===== src/rtl/btn_pkg.sv =====
// Shared definitions for the push-button conditioning slice: FSM encoding and
// the width helper used to validate counter sizing at elaboration.
package btn_pkg;

  typedef enum logic [1:0] {
    IDLE         = 2'd0,
    PRESS_WAIT   = 2'd1,
    PRESSED      = 2'd2,
    RELEASE_WAIT = 2'd3
  } state_t;

  // Number of bits needed to represent v (at least 1).
  function automatic int unsigned bits_for(input longint unsigned v);
    int unsigned w;
    w = 1;
    for (int unsigned i = 1; i < 64; i++) begin
      if ((v >> i) != 0) w = i + 1;
    end
    return w;
  endfunction

endpackage


===== src/rtl/sync2.sv =====
// Two-flop synchroniser for an asynchronous single-bit input; resets to 0.
module sync2 (
  input  logic clk,
  input  logic rst,
  input  logic d,
  output logic q
);

  logic s1;

  always_ff @(posedge clk or posedge rst) begin
    if (rst) begin
      s1 <= 1'b0;
      q  <= 1'b0;
    end else begin
      s1 <= d;
      q  <= s1;
    end
  end

endmodule


===== src/rtl/btn_debounce.sv =====
// Push-button conditioner: synchronise, debounce with a stable-sample window,
// and emit registered press / release / long-press strobes plus the clean level.
module btn_debounce
  import btn_pkg::*;
#(
  parameter int unsigned DEBOUNCE_CYCLES = 50000,
  parameter int unsigned LONG_CYCLES     = 50000000,
  parameter int unsigned CNT_W           = 26
) (
  input  logic clk,
  input  logic rst,
  input  logic btn_in,
  output logic btn_level,
  output logic press_pulse,
  output logic release_pulse,
  output logic long_pulse
);

  if (DEBOUNCE_CYCLES < 2) begin : g_bad_debounce
    $error("btn_debounce: DEBOUNCE_CYCLES must be >= 2");
  end
  if (LONG_CYCLES <= DEBOUNCE_CYCLES) begin : g_bad_long
    $error("btn_debounce: LONG_CYCLES must exceed DEBOUNCE_CYCLES");
  end
  if (bits_for(longint'(LONG_CYCLES)) > CNT_W) begin : g_bad_width
    $error("btn_debounce: CNT_W too narrow to hold LONG_CYCLES");
  end

  localparam logic [CNT_W-1:0] DB_LAST   = CNT_W'(DEBOUNCE_CYCLES - 1);
  localparam logic [CNT_W-1:0] HOLD_MAX  = CNT_W'(LONG_CYCLES);
  localparam logic [CNT_W-1:0] HOLD_LAST = CNT_W'(LONG_CYCLES - 1);

  logic             s2;
  state_t           state;
  logic [CNT_W-1:0] cnt;
  logic [CNT_W-1:0] hold;
  logic [CNT_W-1:0] hold_inc;
  logic             hold_hit;

  sync2 u_sync2 (
    .clk (clk),
    .rst (rst),
    .d   (btn_in),
    .q   (s2)
  );

  // Saturating hold step, shared by PRESSED and the bounce return from RELEASE_WAIT.
  always_comb begin
    hold_inc = hold;
    hold_hit = 1'b0;
    if (hold != HOLD_MAX) begin
      hold_inc = hold + CNT_W'(1);
      hold_hit = (hold == HOLD_LAST);
    end
  end

  always_ff @(posedge clk or posedge rst) begin
    if (rst) begin
      state         <= IDLE;
      cnt           <= '0;
      hold          <= '0;
      btn_level     <= 1'b0;
      press_pulse   <= 1'b0;
      release_pulse <= 1'b0;
      long_pulse    <= 1'b0;
    end else begin
      press_pulse   <= 1'b0;
      release_pulse <= 1'b0;
      long_pulse    <= 1'b0;
      case (state)
        IDLE: begin
          if (s2) begin
            state <= PRESS_WAIT;
            cnt   <= CNT_W'(1);
          end else begin
            cnt <= '0;
          end
        end
        PRESS_WAIT: begin
          if (!s2) begin
            state <= IDLE;
            cnt   <= '0;
          end else if (cnt == DB_LAST) begin
            state       <= PRESSED;
            cnt         <= '0;
            btn_level   <= 1'b1;
            press_pulse <= 1'b1;
          end else begin
            cnt <= cnt + CNT_W'(1);
          end
        end
        PRESSED: begin
          hold       <= hold_inc;
          long_pulse <= hold_hit;
          if (!s2) begin
            state <= RELEASE_WAIT;
            cnt   <= CNT_W'(1);
          end
        end
        RELEASE_WAIT: begin
          // Hold count is frozen while a release is pending and resumes on bounce.
          if (s2) begin
            state      <= PRESSED;
            cnt        <= '0;
            hold       <= hold_inc;
            long_pulse <= hold_hit;
          end else if (cnt == DB_LAST) begin
            state         <= IDLE;
            cnt           <= '0;
            hold          <= '0;
            btn_level     <= 1'b0;
            release_pulse <= 1'b1;
          end else begin
            cnt <= cnt + CNT_W'(1);
          end
        end
        default: begin
          state <= IDLE;
          cnt   <= '0;
        end
      endcase
    end
  end

endmodule

===== config.mk =====
export PLATFORM = sky130hd
export DESIGN_NAME = btn_debounce
export DESIGN_NICKNAME = d
export VERILOG_FILES = /design/src/rtl/btn_pkg.sv /design/src/rtl/sync2.sv /design/src/rtl/btn_debounce.sv
export SDC_FILE = /design/constraint.sdc
export NUM_CORES = 1
export LEC_CHECK = 0
export ABC_AREA = 1
export CAP_MARGIN = 40
export CORE_ASPECT_RATIO = 1.25
export CORE_MARGIN = 5
export CORE_UTILIZATION = 57
export CTS_CLUSTER_SIZE = 25
export DETAILED_ROUTE_END_ITERATION = 16
export PLACE_DENSITY = 0.81
export SYNTH_ARGS = -nofsm -noshare
export SYNTH_HDL_FRONTEND = slang
export SYNTH_SLANG_ARGS = --single-unit

===== constraint.sdc =====
create_clock -name clk -period 1.5 [get_ports clk]
set_input_delay 0.15 -clock clk [delete_from_list [all_inputs] [get_ports clk]]
set_output_delay 0.15 -clock clk [all_outputs]
set_load 0.005 [all_outputs]

* After elaboration in Yosys (flattened, before gate mapping)
Cells that the tools add are included.
** Operators by class
- Add/subtract/negate cells :: 2
- Equality and inequality tests :: 14
- Mux-type cells :: 30
- Reduce and logical (&&, ||, !) cells :: 6
** Operator list (number)
- 26-bit 2-to-1 mux :: 7
- 26-bit one-hot mux with 4 select lines :: 1
- 26-bit by 1-bit adder with 26-bit output (second input constant) :: 2
- 26-bit one-hot mux with 2 select lines :: 1
- 26-bit by 16-bit == test with 1-bit output (second input constant) :: 1
- 26-bit == test (second input constant) :: 1
- 26-bit != test (second input constant) :: 1
- 1-bit 2-to-1 mux :: 12
- 2-bit 2-to-1 mux :: 6
- 2-bit != test (second input constant) :: 4
- 2-bit one-hot mux with 4 select lines :: 1
- 5-bit AND reduction :: 1
- 2-bit == test (second input constant) :: 2
- 2-bit by 1-bit != test with 1-bit output (second input constant) :: 2
- 1-bit one-hot mux with 2 select lines :: 2
- 4-bit AND reduction :: 1
- 2-bit nonzero test :: 2
- 3-bit by 2-bit != test with 1-bit output (second input constant) :: 1
- 3-bit != test (second input constant) :: 1
- 2-bit by 1-bit == test with 1-bit output (second input constant) :: 1
- 2-bit zero test :: 1
- 2-bit AND reduction :: 1
** Word-level totals
- Register bits :: 60
- Input port bits :: 3
- Output and inout bits :: 4
- Word-level logic and storage cells :: 61

* Depth between registers and ports, before layout
Gate-level depths: netlist (run 1).
- Depth after elaboration :: 4
- Mapped depth :: 11
- Gate-level depth less buffers :: 11

* Hierarchy
From an unflattened synthesis (run 1), not the netlist that was laid out.
** Second synthesis, totals
- Cells, all modules :: 562
- Area, all modules :: 3977.6 µm²
** By module, submodules not included
- btn_debounce :: times used 1, cells an instance 559, area an instance 3923.8 µm², sequential area each 1451.4 µm²
- sync2 :: times used 1, cells an instance 3, area an instance 53.8 µm², sequential area each 50.0 µm²

* Worst setup path after synthesis (run 1)
Ideal clock, no wire load.
- Path kind :: register to register
- Start :: reg cnt[0]
- End :: reg hold[13]
- Setup time :: 0.121 ns
- Data arrival time :: 1.450 ns
- Data required time :: 1.379 ns
- Slack :: -0.071 ns
- Stages on the path, launching flop included :: 10
- Buffers on the path :: 1
- Period minus slack after synthesis :: 1.571 ns
- Cell sequence :: dfrtp_1 -> ha_1 -> nand3_2 -> nor3_4 -> nand3_2 -> nand2_4 -> inv_4 -> buf_6 -> nand2_1 -> o21ai_2
** On the way
- Word-level cells in the longest chain between the ends :: 3
** Ends and longest elaborated chain
- start: declaration :: RTL line btn_debounce.sv:35 : logic [CNT_W-1:0] cnt;
- start signal: assignment :: RTL line btn_debounce.sv:89 : cnt <= cnt + CNT_W'(1);
- start signal: assignment :: RTL line btn_debounce.sv:114 : cnt <= cnt + CNT_W'(1);
- 26-bit by 16-bit == test with 1-bit output :: RTL line btn_debounce.sv:107 : end else if (cnt == DB_LAST) begin
- 3-bit by 2-bit != test with 1-bit output (no source line)
- 2-bit AND reduction (no source line)
- end signal: assignment :: RTL line btn_debounce.sv:93 : hold <= hold_inc;
- end signal: assignment :: RTL line btn_debounce.sv:105 : hold <= hold_inc;
- end: declaration :: RTL line btn_debounce.sv:36 : logic [CNT_W-1:0] hold;
No other way between the ends.
A chain may end at the register's enable or synchronous reset.

* Worst setup path after layout (run 1)
- Start :: reg cnt[7]
- End :: reg hold[14]
The elaborated chain is that of the path after synthesis.

==> results of run 1 <==
-- cell usage after synthesis (all sizes together) --
library cell,instances
nand2,177
nor2,101
dfrtp,60
inv,59
nand3,40
o21ai,34
xor2,19
nor3,13
buf,9
a21oi,8
nand4,8
o211ai,8
nand3b,5
xnor2,4
clkbuf,3
ha,3
a31oi,2
nor3b,2
a22oi,1
and3,1
clkinv,1
nor4,1
o211a,1
o21bai,1
or2,1
-- flip-flops by register name, indices dropped and copies added, names as in the netlist, named ones only --
| signal | flops |
|---|---|
| btn_level | 1 |
| press_pulse | 1 |
| u_sync2.s1 | 1 |
| hold | 26 |
| u_sync2.q | 1 |
| cnt | 26 |
| release_pulse | 1 |
| long_pulse | 1 |
| state | 1 |
-- where the power goes --
| group | internal [mW] | switching (mW) | total [mW] |
|---|---|---|---|
| Sequential | 1.62 | 0.0119 | 1.64 |
| Combinational | 0.0451 | 0.0776 | 0.123 |
| Clock | 0.675 | 0.693 | 1.37 |
| Total | 2.34 | 0.783 | 3.13 |
-- stage by stage --
step	utilization (%)	power, mW	setup slack [ns]	cells	hold WS [ns]
6_report	77.4	3.13	-0.115	743	0.0642
5_1_grt	77.4	3.23	-0.200	743	0.0759
4_1_cts	74.3	3.13	-0.0622	738	0.0634
3_5_place_dp	70.0	1.78	-0.109	720	0.343
3_3_place_gp	70.0	1.77	-0.0449	720	0.338
2_1_floorplan	-	1.73	0.00530	562	0.181
-- repair_timing --
action	CTS	global route
endpoints found under the setup margin	50	53
hold buffers	0	0
pin swaps	6	18
gates cloned	0	1
setup buffers	3	5
resized for setup	28	52
-- metal layers --
layer | global-route usage, % | share of wire [%] | up-vias
li1 | - | - | 1969
met1 | 26.3 | 37 | 1913
met2 | 47.7 | 52 | 177
met3 | 4.24 | 4.7 | 67
met4 | 17.5 | 6.1 | 0
met5 | 0 | 0 | -
-- how the worst min path moves through the flow --
stage | from | end | slack [ns] | depth (start not counted)
global route | rst | hold[4] | 0.08 | 2
floorplan | btn_in | u_sync2.s1 | 0.18 | 0
finish | rst | hold[4] | 0.06 | 2
global placement | u_sync2.s1 | u_sync2.q | 0.34 | 0
detailed placement | u_sync2.s1 | u_sync2.q | 0.34 | 0
CTS | rst | hold[4] | 0.06 | 2
-- worst reg2reg max path, stage by stage, from the launching register on --
cell,delay (ns)
dfrtp_1,0.41
inv_1,0.07
nand2_1,0.06
nor2_1,0.12
nand2_1,0.11
nor2_4,0.19
nand3_4,0.13
nand2_8,0.13
inv_12,0.09
nand2_1,0.10
o21ai_1,0.08
-- cell families (layout without fill, tap and decap cells) --
logic type                 Yosys count  after routing  share of synthesized area [%]
and+or+nand+nor                    349            349                           38.8
buffers and inverters               72            166                           7.94
DFF                                 60             60                           38.3
AOI/OAI and AO/OA                   55             55                           8.90
xor gates and xnor gates            23             23                           5.14
adders and majority gates            3              3                          0.957
-- final cells by class --
| type | instances | share of cell area (%) |
|---|---|---|
| Clock inverter | 4 | 0.486 |
| Sequential cell | 60 | 29.4 |
| Timing Repair Buffer | 91 | 14.9 |
| Multi-Input combinational cell | 430 | 45.5 |
| Inverter | 60 | 4.69 |
| Clock buffer | 11 | 2.94 |
| Tap cell | 87 | 2.11 |
==> summary.md, run 1 <==
| Metric | Value |
|---|---|
| Status | `complete, but fails checks` |
| Failing checks | `negative setup slack` |
| Area of the multi-input gates | `around 0.0023 mm^2` |
| H-tree depth | `3` |
| Setup crit start | `cnt[7]` |
| Critical Path RT | `1.72 ns` |
| Hold Vio Cnt, Final | `0` |
| Gr ovfl total | `0` |
| CTS sink cnt | `60` |
| CP delay by family, top | `simple AND/OR/NAND/NOR gates` |
| Antenna Violating Nets Remaining | `0` |
| Register bit total from synthesis | `60` |
| I/O pin total | `7` |
| Fmax | `619 MHz` |
| Die X | `between 80 and 90 um` |
| Design area | `0.00515 mm^2` |
| TritonCTS buffer count | `9` |
| Area of placed instances | `~0.0047 mm^2` |
| Dominant cells by area after synthesis | `dfrtp_1 (38%), nand2_1 (17%), nor2_1 (8.9%), inv_1 (5.3%), nand3_1 (4.5%)` |
| Floorplan Core Area | `0.00665 mm^2` |
| Clock Skew | `0.0143 ns` |
| Max_slew headroom | `77.9%` |
| Library cells used by synthesis | `39` |
| Die area | `0.00865 mm^2` |
| Port Buffers | `6` |
| RSZ-0062 raised after global routing | `yes` |
| Worst-path cell chain | `inv_1 -> nand2_1 -> nor2_1 -> nand2_1 -> nor2_4 -> nand3_4 -> nand2_8 -> inv_12 -> nand2_1 -> o21ai_1` |
| Most frequent cells in the layout | `nand2_1 (154), nor2_1 (78), buf_4 (77)` |
| GPL Wtd Cong | `around 0.9` |
| CP dominant cell by count | `nand2_1` |
| Leak pwr | `2.30 nW` |
| Worst R2R Setup Slack | `-0.12 ns` |
| Total Wirelength | `between 10000 and 15000 um` |
| Total GRT Usage | `25.6%` |
| Diodes inserted | `0` |
| First-pass GRT wire length | `17900 um` |
| DR vias/cell | `5.55` |
| Layout fillers | `approximately 450` |
| Clock root cell | `clkbuf_8` |
| Synth top area share | `38.3%` |
| Final worst path period share | `108%` |
| Final WS setup | `-0.115 ns` |
| CP Capture Point | `hold[14]` |
| Max IR drop VDD | `about 0.00061 V` |
| TritonCTS clock tree | `yes` |
| Reg-to-reg critical path startpoint | `cnt[7]` |
| Commonest non-fill, non-tap cell in the layout | `nand2_1` |
| YS warnings | `0` |
| Final setup fails | `51` |
| Initial DRC Count | `248` |
| WP depth | `10` |
| Syn Area/Cell | `6.98 um^2` |
| Starting Density | `59.0%` |
| Hold Path Class | `primary input to async pin` |
| CP max stage cell | `dfrtp_1` |
| Synth Net Count | `around 570` |
| Drt drc | `0` |
| Crit path DAT | `approximately 1.8 ns` |
| CP Launch Type | `register` |
| Nets@finish | `658` |
| Via Count | `4126` |
| Drt first pass iters | `7` |
| Die Height | `103 um` |
| Wire per inst | `15.0 um` |
| Max capacitance violation total | `0` |
| Fraction of layout cells with a size suffix above 1 | `29.0%` |
| Reg2reg end | `hold[14]` |
| CP endpoint kind | `register` |
| Pin count of the biggest net entering global routing | `38` |
| Max stage delay on crit path | `0.41 ns` |
| Synthesized cell area | `0.00392 mm^2` |
| Max Buffers Root-to-Sink | `2` |
| Post-route minimum period | `1.62 ns` |
| Max Slew Vio Count | `0` |
| Clock Latency Late Sink | `0.35 ns` |
| Synth Instances | `562` |
| Area grow syn2layout | `31.2%` |
| Post-synth top area cell | `dfrtp_1` |
| Vias in the first global route | `4116` |
| Setup TNS | `-2.85 ns` |
| Worst slew pin tran | `between 0.3 and 0.4 ns` |
| Row count | `33` |
| CP max FO | `33` |
| FF+latch area | `about 0.0015 mm^2` |
| Post-synthesis sequential area ratio | `38.3%` |
| Reg2reg path depth | `10` |
| Buffers & Inverters on Critical Path | `2` |
| CP Class | `register to register` |
| Reg clk slew, reported paths | `0.07 ns` |
| Total power per unit cell area | `between 600 and 700 mW/mm^2` |
| Detailed Place HPWL | `7440 um` |
| Initial antenna violation count | `0` |
Note: power is estimated with default switching activity, not from simulation.
==> inputs of run 2 (changes only) <==
--- a/config.mk
+++ b/config.mk
@@ -10,8 +10,10 @@
 export CORE_ASPECT_RATIO = 1.25
 export CORE_MARGIN = 5
 export CORE_UTILIZATION = 57
+export CTS_CLUSTER_DIAMETER = 150
 export CTS_CLUSTER_SIZE = 25
 export DETAILED_ROUTE_END_ITERATION = 16
+export GPL_ROUTABILITY_DRIVEN = 0
 export PLACE_DENSITY = 0.81
 export SYNTH_ARGS = -nofsm -noshare
 export SYNTH_HDL_FRONTEND = slang
==> run 2 against run 1 <==
- the run still ends with negative setup slack left
- via count down 0.29%
- fmax up 0.73%
- combinational power down 7%
- routed wire length down 0.63%
- largest cell class unchanged
- critical path type unchanged
==> summary.md, run 2 (same netlist as run 1, synthesis figures left out) <==
| Metric | Value |
|---|---|
| Total GRT Usage | `26.4% (+0.86 points)` |
| Fmax | `624 MHz (+0.73%)` |
| Hold Vio Cnt, Final | `0 (unchanged)` |
| CP endpoint kind | `register` |
| Nets@finish | `662 (+0.61%)` |
| Dpl cells | `721 (+0.14%)` |
| Die X | `84.2 um (unchanged)` |
| Vias in the first global route | `4169 (+1.3%)` |
| Row count | `33 (unchanged)` |
| Max IR drop VDD | `0.000550 V (-9.6%)` |
| Area grow syn2layout | `28.8%` |
| Drt drc | `0 (unchanged)` |
| Critical Path RT | `1.78 ns (+0.06 ns)` |
| Initial DRC Count | `221 (-11%)` |
| CP Class | `register to register` |
| Max_slew headroom | `76.6% (-1.4 points)` |
| CP max FO | `14 (-58%)` |
| CP max stage cell | `dfrtp_1` |
| Final WS setup | `-0.104 ns (+0.0118 ns)` |
| Drt first pass iters | `5 (-2)` |
| Detailed Place HPWL | `7550 um (+1.4%)` |
| CP dominant cell by count | `nand2_1` |
| Gr ovfl total | `0 (unchanged)` |
| Via Count | `4114 (-0.29%)` |
| Initial antenna violation count | `0 (unchanged)` |
| Final setup fails | `52 (+2.0%)` |
| Failing checks | `negative setup slack` |
| Max capacitance violation total | `0 (unchanged)` |
| Final worst path period share | `107% (-0.78 points)` |
| Total power per unit cell area | `614 mW/mm^2 (+1.2%)` |
| Max stage delay on crit path | `0.39 ns (-0.02 ns)` |
| Hold Path Class | `primary input to async pin` |
| TritonCTS clock tree | `yes` |
| Diodes inserted | `0 (unchanged)` |
| Max Slew Vio Count | `0 (unchanged)` |
| Post-route minimum period | `1.60 ns (-0.0118 ns)` |
| CP delay by family, top | `simple AND/OR/NAND/NOR gates` |
| Die area | `0.00865 mm^2 (unchanged)` |
| Post-layout util | `76.0% (-1.4 points)` |
| Post-Layout Cell Count | `747 (+0.54%)` |
| Reg clk slew, reported paths | `0.08 ns (about the same)` |
| Worst slew pin tran | `0.352 ns (+0.0220 ns)` |
| Clock Latency Late Sink | `0.36 ns (about the same)` |
| Commonest non-fill, non-tap cell in the layout | `nand2_1` |
| DR vias/cell | `5.51 (-0.82%)` |
| RSZ-0062 raised after global routing | `yes` |
| Biggest regs | `cnt x26, hold x26` |
| Crit path DAT | `1.89 ns (+0.05 ns)` |
| Worst-path cell chain | `inv_1 -> nand2_1 -> nor2_1 -> nand2_1 -> nor2_4 -> nand3_2 -> nand2_4 -> buf_12 -> o211ai_1 -> nand2_1` |
| Clock Skew | `0.0155 ns (+0.00124 ns)` |
| Buffers & Inverters on Critical Path | `2 (unchanged)` |
| First-pass GRT wire length | `18300 um (+2.6%)` |
| Pin count of the biggest net entering global routing | `54 (+42%)` |
| Die Height | `103 um (unchanged)` |
| Starting Density | `59.0% (unchanged)` |
| Wire per inst | `14.9 um (-1.2%)` |
| Fraction of layout cells with a size suffix above 1 | `26.4% (-2.6 points)` |
| Status | `complete, but fails checks` |
| Total Wirelength | `11100 um (-0.63%)` |
| Floorplan Core Area | `0.00665 mm^2 (unchanged)` |
| TritonCTS buffer count | `9 (unchanged)` |
| Clock root cell | `clkbuf_8` |
| Most frequent cells in the layout | `nand2_1 (169), buf_4 (84), nor2_1 (79)` |
| CP Launch Type | `register` |
| CTS sink cnt | `60 (unchanged)` |
| Port Buffers | `6 (unchanged)` |
| Antenna Violating Nets Remaining | `0 (unchanged)` |
| Leak pwr | `2.28 nW (-1.0%)` |
| I/O pin total | `7 (unchanged)` |
| Pre-CTS setup slack | `-0.110 ns (-0.00125 ns)` |
| Max Buffers Root-to-Sink | `2 (unchanged)` |
| H-tree depth | `3 (unchanged)` |
==> run 2: cell types whose count changed in the layout (fill, tap and decap cells not counted), moves of 3 or more <==
cell and delta:
o21ai_1 -3, buf_4 +7, nand2_2 -13, nand2_1 +15, o21ai_0 +5
==> run 2: metal layers <==
layer	vias up	GRT usage [%]	part of all wire [%]
li1	1977	-	-
met1	1935	27.5	36
met2	141	48.6	53
met3	61	5.04	4.8
met4	0	17.7	6.1
met5	-	0	0
==> run 2: area by class of cell <==
cell class / count / area [um^2]
inverters: 60 / 236
repair buffers: 95 / 773
clock inverters: 4 / 25.0
clock buffers: 11 / 151
well taps: 87 / 109
multi-input cells: 430 / 2240
fillers: 479 / 1600
flip-flops and latches: 60 / 1510
==> run 2: worst reg2reg max path: cells and delay by family, from the launching register on <==
| family | cells | cell delay (ns) |
|---|---|---|
| AOI/OAI and AO/OA | 1 | 0.10 |
| DFF | 1 | 0.39 |
| and+or+nand+nor | 7 | 0.81 |
| buffers and inverters | 2 | 0.25 |
==> run 2: final timing paths <==
kind | start | to | slack (ns) | cells after the start
worst max-delay path | cnt[16] | hold[18] | -0.10 | 10
worst min-delay path | rst | hold[5] | 0.05 | 2
worst max register to register | cnt[16] | hold[18] | -0.10 | 10
worst min register to register | u_sync2.s1 | u_sync2.q | 0.36 | 0
max in group asynchronous | rst | hold[15] | 0.90 | 3
min in group clk | btn_in | u_sync2.s1 | 0.24 | 1
==> run 2: repair_timing <==
item | CTS | global route
hold buffers | 0 | 0
setup buffers | 3 | 8
pin swaps | 2 | 6
setup endpoints to repair | 50 | 53
gates resized for setup | 18 | 28
==> run 2: where the power goes <==
| group | leakage (nW) | total [mW] | internal [mW] | switching (mW) |
|---|---|---|---|---|
| combinational | 1.38 | 0.114 | 0.0388 | 0.0752 |
| sequential | 0.813 | 1.63 | 1.62 | 0.0101 |
| clock | 0.0872 | 1.36 | 0.674 | 0.682 |
==> run 2: stage by stage <==
step	hold WS (ns)	setup TNS [ns]	cell area (um^2)	total power, mW
4_1_cts	0.0562	-2.05	4910	3.12
5_1_grt	0.0934	-7.91	5050	3.21
6_report	0.0512	-3.98	5050	3.10
3_5_place_dp	0.347	-3.11	4660	1.78
2_1_floorplan	0.181	0	3950	1.73
3_3_place_gp	0.341	-0.803	4660	1.77
